<file path="src/rtl/pwm_feed_if.sv">
// Upstream sample handshake into pwm_feed.
// 24-bit offset-binary samples, valid/ready.
interface pwm_feed_if;
  logic        in_valid;
  logic [23:0] in_data;
  logic        in_ready;

  modport master (
    output in_valid,
    output in_data,
    input  in_ready
  );

  modport slave (
    input  in_valid,
    input  in_data,
    output in_ready
  );
endinterface

</file>
<file path="src/rtl/pwm_feed.sv">
// Frame-aligned sample feeder for pwm: FIFO, priming, underrun mute.
// Optional PWM_FEED_UFLOW_CNT_EN enables the saturating underrun counter.
module pwm_feed #(
  parameter int DEPTH       = 4,
  parameter int PRIME_LEVEL = 2,
  localparam int AW = $clog2(DEPTH),
  localparam int LW = AW + 1
) (
  input  logic          mck,
  input  logic          rst_n,
  pwm_feed_if.slave     up,
  input  logic [4:0]    pwm_count,
  output logic [23:0]   pwm_sample,
  output logic [LW-1:0] level,
  output logic          running,
  output logic          underrun,
  output logic [7:0]    uflow_cnt
);

  localparam logic [23:0] SILENCE = 24'h800000;

  typedef enum logic {
    FILL,
    RUN
  } state_t;

  state_t state_q;
  state_t state_d;

  logic [23:0]   mem [DEPTH];
  logic [AW-1:0] wr_ptr;
  logic [AW-1:0] rd_ptr;

  logic        bnd;
  logic        push;
  logic        pop;
  logic        empty;
  logic        primed;
  logic [23:0] sample_d;
  logic        underrun_d;

  // No push-through: a full FIFO refuses even when a pop is due.
  assign up.in_ready = rst_n && (level != LW'(DEPTH));

  assign push   = up.in_valid && up.in_ready;
  assign bnd    = pwm_count == 5'd31;
  assign empty  = level == '0;
  assign primed = level >= LW'(PRIME_LEVEL);

  assign running = state_q == RUN;

  always_comb begin
    state_d    = state_q;
    sample_d   = pwm_sample;
    pop        = 1'b0;
    underrun_d = 1'b0;
    if (bnd) begin
      unique case (state_q)
        FILL: begin
          sample_d = SILENCE;
          if (primed) begin
            state_d = RUN;
          end
        end
        RUN: begin
          // Underrun is judged on the pre-push level.
          if (empty) begin
            sample_d   = SILENCE;
            underrun_d = 1'b1;
            state_d    = FILL;
          end else begin
            sample_d = mem[rd_ptr];
            pop      = 1'b1;
          end
        end
        default: begin
          state_d = FILL;
        end
      endcase
    end
  end

  always_ff @(posedge mck) begin
    if (!rst_n) begin
      state_q    <= FILL;
      pwm_sample <= SILENCE;
      underrun   <= 1'b0;
      level      <= '0;
      wr_ptr     <= '0;
      rd_ptr     <= '0;
    end else begin
      state_q    <= state_d;
      pwm_sample <= sample_d;
      underrun   <= underrun_d;
      if (push) begin
        wr_ptr <= wr_ptr + AW'(1);
      end
      if (pop) begin
        rd_ptr <= rd_ptr + AW'(1);
      end
      unique case (1'b1)
        push && !pop: level <= level + LW'(1);
        pop && !push: level <= level - LW'(1);
        default:      level <= level;
      endcase
    end
  end

  always_ff @(posedge mck) begin
    if (push) begin
      mem[wr_ptr] <= up.in_data;
    end
  end

`ifdef PWM_FEED_UFLOW_CNT_EN
  logic [7:0] uflow_q;

  always_ff @(posedge mck) begin
    if (!rst_n) begin
      uflow_q <= 8'd0;
    end else if (underrun_d && (uflow_q != 8'hFF)) begin
      uflow_q <= uflow_q + 8'd1;
    end
  end

  assign uflow_cnt = uflow_q;
`else
  assign uflow_cnt = 8'd0;
`endif

endmodule

</file>
<file path="src/flat_wrapper.sv">
// flat-port wrapper written by rule: the top's interface ports become plain ports
module pwm_feed_flat 
#(
  parameter int DEPTH       = 4,
  parameter int PRIME_LEVEL = 2,
  localparam int AW = $clog2(DEPTH),
  localparam int LW = AW + 1
)
  (mck, rst_n, pwm_count, pwm_sample, level, running, underrun, uflow_cnt, up_in_valid, up_in_data, up_in_ready);
  pwm_feed_if up_i ();
  input  logic mck;
  input  logic rst_n;
  input  logic [4:0] pwm_count;
  output logic [23:0] pwm_sample;
  output logic [LW-1:0] level;
  output logic running;
  output logic underrun;
  output logic [7:0] uflow_cnt;
  input wire logic [$bits(up_i.in_valid)-1:0] up_in_valid;
  input wire logic [$bits(up_i.in_data)-1:0] up_in_data;
  output wire logic [$bits(up_i.in_ready)-1:0] up_in_ready;
  assign up_i.in_valid = up_in_valid;
  assign up_i.in_data = up_in_data;
  assign up_in_ready = up_i.in_ready;
  pwm_feed #(.DEPTH(DEPTH), .PRIME_LEVEL(PRIME_LEVEL)) u_core (.mck(mck), .rst_n(rst_n), .up(up_i), .pwm_count(pwm_count), .pwm_sample(pwm_sample), .level(level), .running(running), .underrun(underrun), .uflow_cnt(uflow_cnt));
endmodule
</file>
<file path="config.mk">
export PLATFORM = sky130hd
export DESIGN_NAME = pwm_feed_flat
export DESIGN_NICKNAME = d
export VERILOG_FILES = /design/src/rtl/pwm_feed_if.sv /design/src/rtl/pwm_feed.sv /design/src/flat_wrapper.sv
export SDC_FILE = /design/constraint.sdc
export NUM_CORES = 1
export LEC_CHECK = 0
export ABC_AREA = 1
export BUFFER_PORTS_ARGS = -buffer_cell sky130_fd_sc_hd__buf_4
export CELL_PAD_IN_SITES_DETAIL_PLACEMENT = 0
export CELL_PAD_IN_SITES_GLOBAL_PLACEMENT = 1
export CORE_MARGIN = 1.5
export CORE_UTILIZATION = 45
export DETAILED_ROUTE_END_ITERATION = 10
export PLACE_DENSITY = 0.79
export SETUP_SLACK_MARGIN = 0.05
export SLEW_MARGIN = 10
export SYNTH_ARGS = -nofsm -noshare
export SYNTH_HDL_FRONTEND = slang
export SYNTH_SLANG_ARGS = --single-unit
</file>
<file path="constraint.sdc">
create_clock -name mck -period 2.7 [get_ports mck]
set_clock_uncertainty 0.2 [all_clocks]
set_input_delay 0.135 -clock mck [delete_from_list [all_inputs] [get_ports mck]]
set_output_delay 0.135 -clock mck [all_outputs]
set_load 0.01 [all_outputs]
</file>
After elaboration in Yosys (flattened, before gate mapping) --
Memories as Yosys holds them, arrays and structs flattened. A register that Yosys moved wholly into a read port is not among the register bits. Index checks and enable logic that the tools add are counted. W data, S select, Z words.
Cells by class: add/subtract/negate cells 4, bitwise operators 1, muxes and demuxes 13, $lt $le $gt $ge 1, reduce and logical (&&, ||, !) cells 9, eq/ne operators 2
Operators with widths (count):
- $pmux W24 S2 | 1
- $mux W24 | 1
- $mux W1 | 7
- $pmux W3 S2 | 1
- $eq A5 B5 Y1 const B | 1
- $add A2 B1 Y2 const B | 2
- $logic_and A1 B1 Y1 | 4
- $mux W2 | 2
- $add A3 B1 Y3 const B | 1
- $ge A3 B2 Y1 const B | 1
- $logic_not A3 Y1 | 1
- $ne A3 B3 Y1 const B | 1
- $reduce_and A3 Y1 | 1
- $sub A3 B1 Y3 const B | 1
- $logic_not A1 Y1 | 2
- $pmux W1 S2 | 1
- $reduce_bool A2 Y1 | 1
- $not A1 Y1 | 1
Word-level totals: output and inout bits 38, bits in writable memories 96, bits in registers 33, memories kept 1, word-level logic and storage cells 37, bits of input ports 32
Memories:
- u_core.mem | words 4, bits a word 24, rd ports 1, clocked after Yosys merged registers in 1, write ports 1, line pwm_feed.sv:30 | logic [23:0] mem [DEPTH];

Longest topological paths before layout --
depth in word-level cells 7, mapped depth 13, mapped depth without buffers 12

Worst setup path after synthesis --
No wires, ideal clock.
kind register to register, start reg u_core.level[1], end mem u_core.mem[0][0] (enable), arrival 1.845 ns, path buffers 0, data required time 2.095 ns, cell stages (with the launch flop) 5, setup slack 0.250 ns, library setup time 0.405 ns, period minus slack after synthesis 2.450 ns, cell sequence dfxtp_1 inv_1 nand3_1 nand3_1 nor2_1
Between the ends: word-level cells in the longest chain between the ends 5
Ends and longest elaborated chain:
- start: declaration | line pwm_feed.sv:14 | output logic [LW-1:0] level,
- start signal: assignment | line pwm_feed.sv:102 | push && !pop: level <= level + LW'(1);
- start signal: assignment | line pwm_feed.sv:103 | pop && !push: level <= level - LW'(1);
- start signal: assignment | line pwm_feed.sv:104 | default: level <= level;
- $ne A3 B3 Y1 | line pwm_feed.sv:43 | assign up.in_ready = rst_n && (level != LW'(DEPTH));
- $logic_and A1 B1 Y1 | line pwm_feed.sv:43
- $logic_and A1 B1 Y1 | line pwm_feed.sv:45 | assign push = up.in_valid && up.in_ready;
- $mux W1 | line pwm_feed.sv:110 | if (push) begin
- $mux W1 (not written as such) | line pwm_feed.sv:111 | mem[wr_ptr] <= up.in_data;
- end: declaration | line pwm_feed.sv:30
No other way between the ends.

==> results by group <==
Yosys
  • Syn. warnings: 0
  • Register area share after synthesis: 64.09%
  • Unique cell type count in the Yosys netlist: 28
  • Mapped Cells: around 570
  • Synthesized cell area: approximately 5600 um2
  • Post-Syn Area per Cell: 9.776 um2
  • Number of synthesized register bits: 131

Global routing
  • GRT Util Overall: 18.78%
  • Total gr overflow: 0
  • First-pass GRT wire length: between 15000 and 20000 um
  • Largest net degree at the start of global routing: 49
  • Vias in the first global route: 3726
  • Antenna violations before repair: 0

Place
  • Placed Area: 6170 um2
  • Input/output buffers: 61
  • Detailed Place HPWL: 6450 um
  • Routability cong.: 0.7619

Worst setup path
  • Crit-path max FO: 3
  • Register-to-register setup slack: 0.46 ns
  • Crit end category: flop
  • Worst flop-to-flop path endpoint: u_core.level[2]
  • WP data arrival: 2.41 ns
  • Critical path type: in -> reg
  • Reg2Reg Depth: 10
  • FF-to-FF Start: u_core.level[0]
  • Worst setup path startpoint: pwm_count[2]
  • Req. time, crit path: 2.83 ns
  • CP startpoint kind: input port

STA
  • F_max: 0.4372 GHz
  • Final Hold Fails: 0
  • Slew Limit Fails: 0
  • Slew margin rel.: between 30 and 40%
  • Final worst-path cycle share: between 80% and 90%
  • Setup_tns: 0 ns
  • RSZ-0062 raised after global routing: no
  • Final setup violation count: 0
  • Min Tclk post-route: 2.287 ns
  • Worst-Margin Slew: roughly 0.9 ns
  • WHS: 0.08497 ns

Clock tree
  • TritonCTS clock tree: yes
  • Post-CTS setup buffer count: 0
  • CTS sink cnt: 131
  • Longest Clk Path Bufs: 2
  • H-tree levels: 4
  • Root Driver: clkbuf_16
  • Clock slew at reported path FFs: 0.05 ns
  • Clk_lat worst skew: 0.41 ns
  • Total CTS buffers: 17

Floorplanning
  • DIE WIDTH: 114.5 um
  • Die area: 13100 um2
  • Num ports: 70
  • Core area: 12060 um2
  • Initial Utilization: 46.36%
  • Die H: 114.5 um
  • Row count: 40

Drt
  • DRT Wirelength: 11230 um
  • Number of vias per cell: 4.579
  • Post-DR wirelength/cell: 13.26 um
  • Vias: between 3000 and 4000
  • Post-route DRC: 0
  • Routed Antenna Nets: 0
  • DR iter-0 viols: 169
  • Iteration count of the initial detailed-routing pass: 4

Cells and area
  • Leading cell type in the layout, fill and taps excluded: nand2_1
  • Post-route cell area: 7037 um2
  • Layout cells sized above 1: 18.41%
  • Post-layout util: 58.34%
  • Area delta synth->final: 25.84%
  • Fill count: roughly 1000
  • Ant. Diodes: 0
  • Final nets: 704
  • Most frequent cells in the layout: nand2_1 (180), inv_1 (114), edfxtp_1 (96), buf_4 (69), nand3_1 (55)

Run
  • Max_cap viols: 0

Power
  • Leak: slightly above 0.003 uW
  • Worst vdd ir: 463.6 uV
  • PwrDens: approximately 650 nW/um2

Run status
  • Outcome: complete, no violations

Worst hold path
  • Hold WC Path Type: in -> reg
  • Worst hold start: pwm_count[0]
## state kept, by name (all words and copies together) (netlist names), named ones only
| signal | count |
|---|---|
| u_core.mem | 96 |
| u_core.pwm_sample | 24 |
| u_core.level | 3 |
| u_core.rd_ptr | 2 |
| u_core.underrun | 1 |
| u_core.running | 1 |
| u_core.wr_ptr | 2 |
## worst min-delay path by stage
stage | depth (start not counted) | to | slack, ns
2_1_floorplan | 0 | u_core.mem[0][0] | 0.03
3_3_place_gp | 1 | u_core.mem[0][14] | 0.13
3_5_place_dp | 1 | u_core.mem[3][22] | 0.14
4_1_cts | 6 | u_core.rd_ptr[1] | 0.08
5_1_grt | 6 | u_core.pwm_sample[23] | 0.14
6_report | 6 | u_core.pwm_sample[23] | 0.08
## worst max-delay path, stage by stage
cell and delay (ns):
dlygate4sd3_1 0.52, buf_4 0.10, nand3_1 0.05, dlygate4sd3_1 0.55, nor2_1 0.16, dlygate4sd3_1 0.61
nand3_1 0.08, a21oi_1 0.20
## synth_stat cells
master	count	share of area, %
ha_1	5	1.1
inv_1	114	7.7
a21oi_2	17	2.7
nand2_4	1	0.20
edfxtp_1	96	52
nor2_1	10	0.67
a21oi_1	12	1.1
nand2_2	1	0.11
clkinv_1	1	0.067
buf_2	9	0.81
nand3_1	55	4.9
or2_2	1	0.11
nor2_8	1	0.36
inv_2	1	0.067
buf_4	8	1.1
nor4_1	1	0.11
conb_1	1	0.067
buf_8	1	0.27
clkbuf_1	6	0.40
xor2_1	1	0.16
buf_6	3	0.60
o21ai_0	6	0.54
nor2_2	1	0.11
nand2_1	180	12
buf_1	3	0.20
fa_1	1	0.36
a31oi_1	1	0.11
dfxtp_1	35	13
## per-layer routing
| metal | GRT usage (%) | wire length [um] | vias up |
|---|---|---|---|
| li1 | - | - | 1963 |
| met5 | 0 | 0 | - |
| met3 | 4.817 | 516 | 14 |
| met1 | 22.55 | 4902 | 1811 |
| met4 | 8.833 | 202 | 0 |
| met2 | 31.70 | 5606 | 90 |
## kinds of logic after synthesis
group	synth area share [%]
AO/OA/AOI/OAI	4.386
XOR/XNOR	0.1567
adder cells (fa/ha/maj)	1.477
buffers and inverters	11.14
flip-flops	64.09
other	0.06706
AND/OR/NAND/NOR	18.68
## per-stage QoR
stage / instances / power, uW / setup slack (ns)
4_1_cts: 847 / 4651 / 0.4065
3_3_place_gp: 786 / 2420 / 0.5530
3_5_place_dp: 786 / 2428 / 0.4596
2_1_floorplan: 579 / 2349 / 0.2504
6_report: 847 / 4606 / 0.4127
5_1_grt: 847 / 4770 / 0.2365
## where the power goes
| part | leakage (uW) | switching, uW | total [uW] | internal [uW] |
|---|---|---|---|---|
| Sequential | 0.00115 | 11.9 | 2210 | 2200 |
| Combinational | 0.00168 | 112 | 202 | 89.5 |
| Clock | 0.000277 | 801 | 2190 | 1390 |
## final cells by class
cell class / count / area [um2] / area share [%]
Clock buffer: 23 / 500.5 / 7.112
Clock inverter: 9 / 76.32 / 1.085
Inverter: 116 / 435.4 / 6.188
Multi-Input combinational cell: 302 / 1421 / 20.20
Sequential cell: 131 / 3585 / 50.94
Tap cell: 168 / 210.2 / 2.987
Timing Repair Buffer: 98 / 808.3 / 11.49
## timing repair
item	in CTS	in global routing
gates resized for setup	0	0
hold endpoints to repair	107	0
hold buffers	29	0
(Power assumes the default switching activity.)
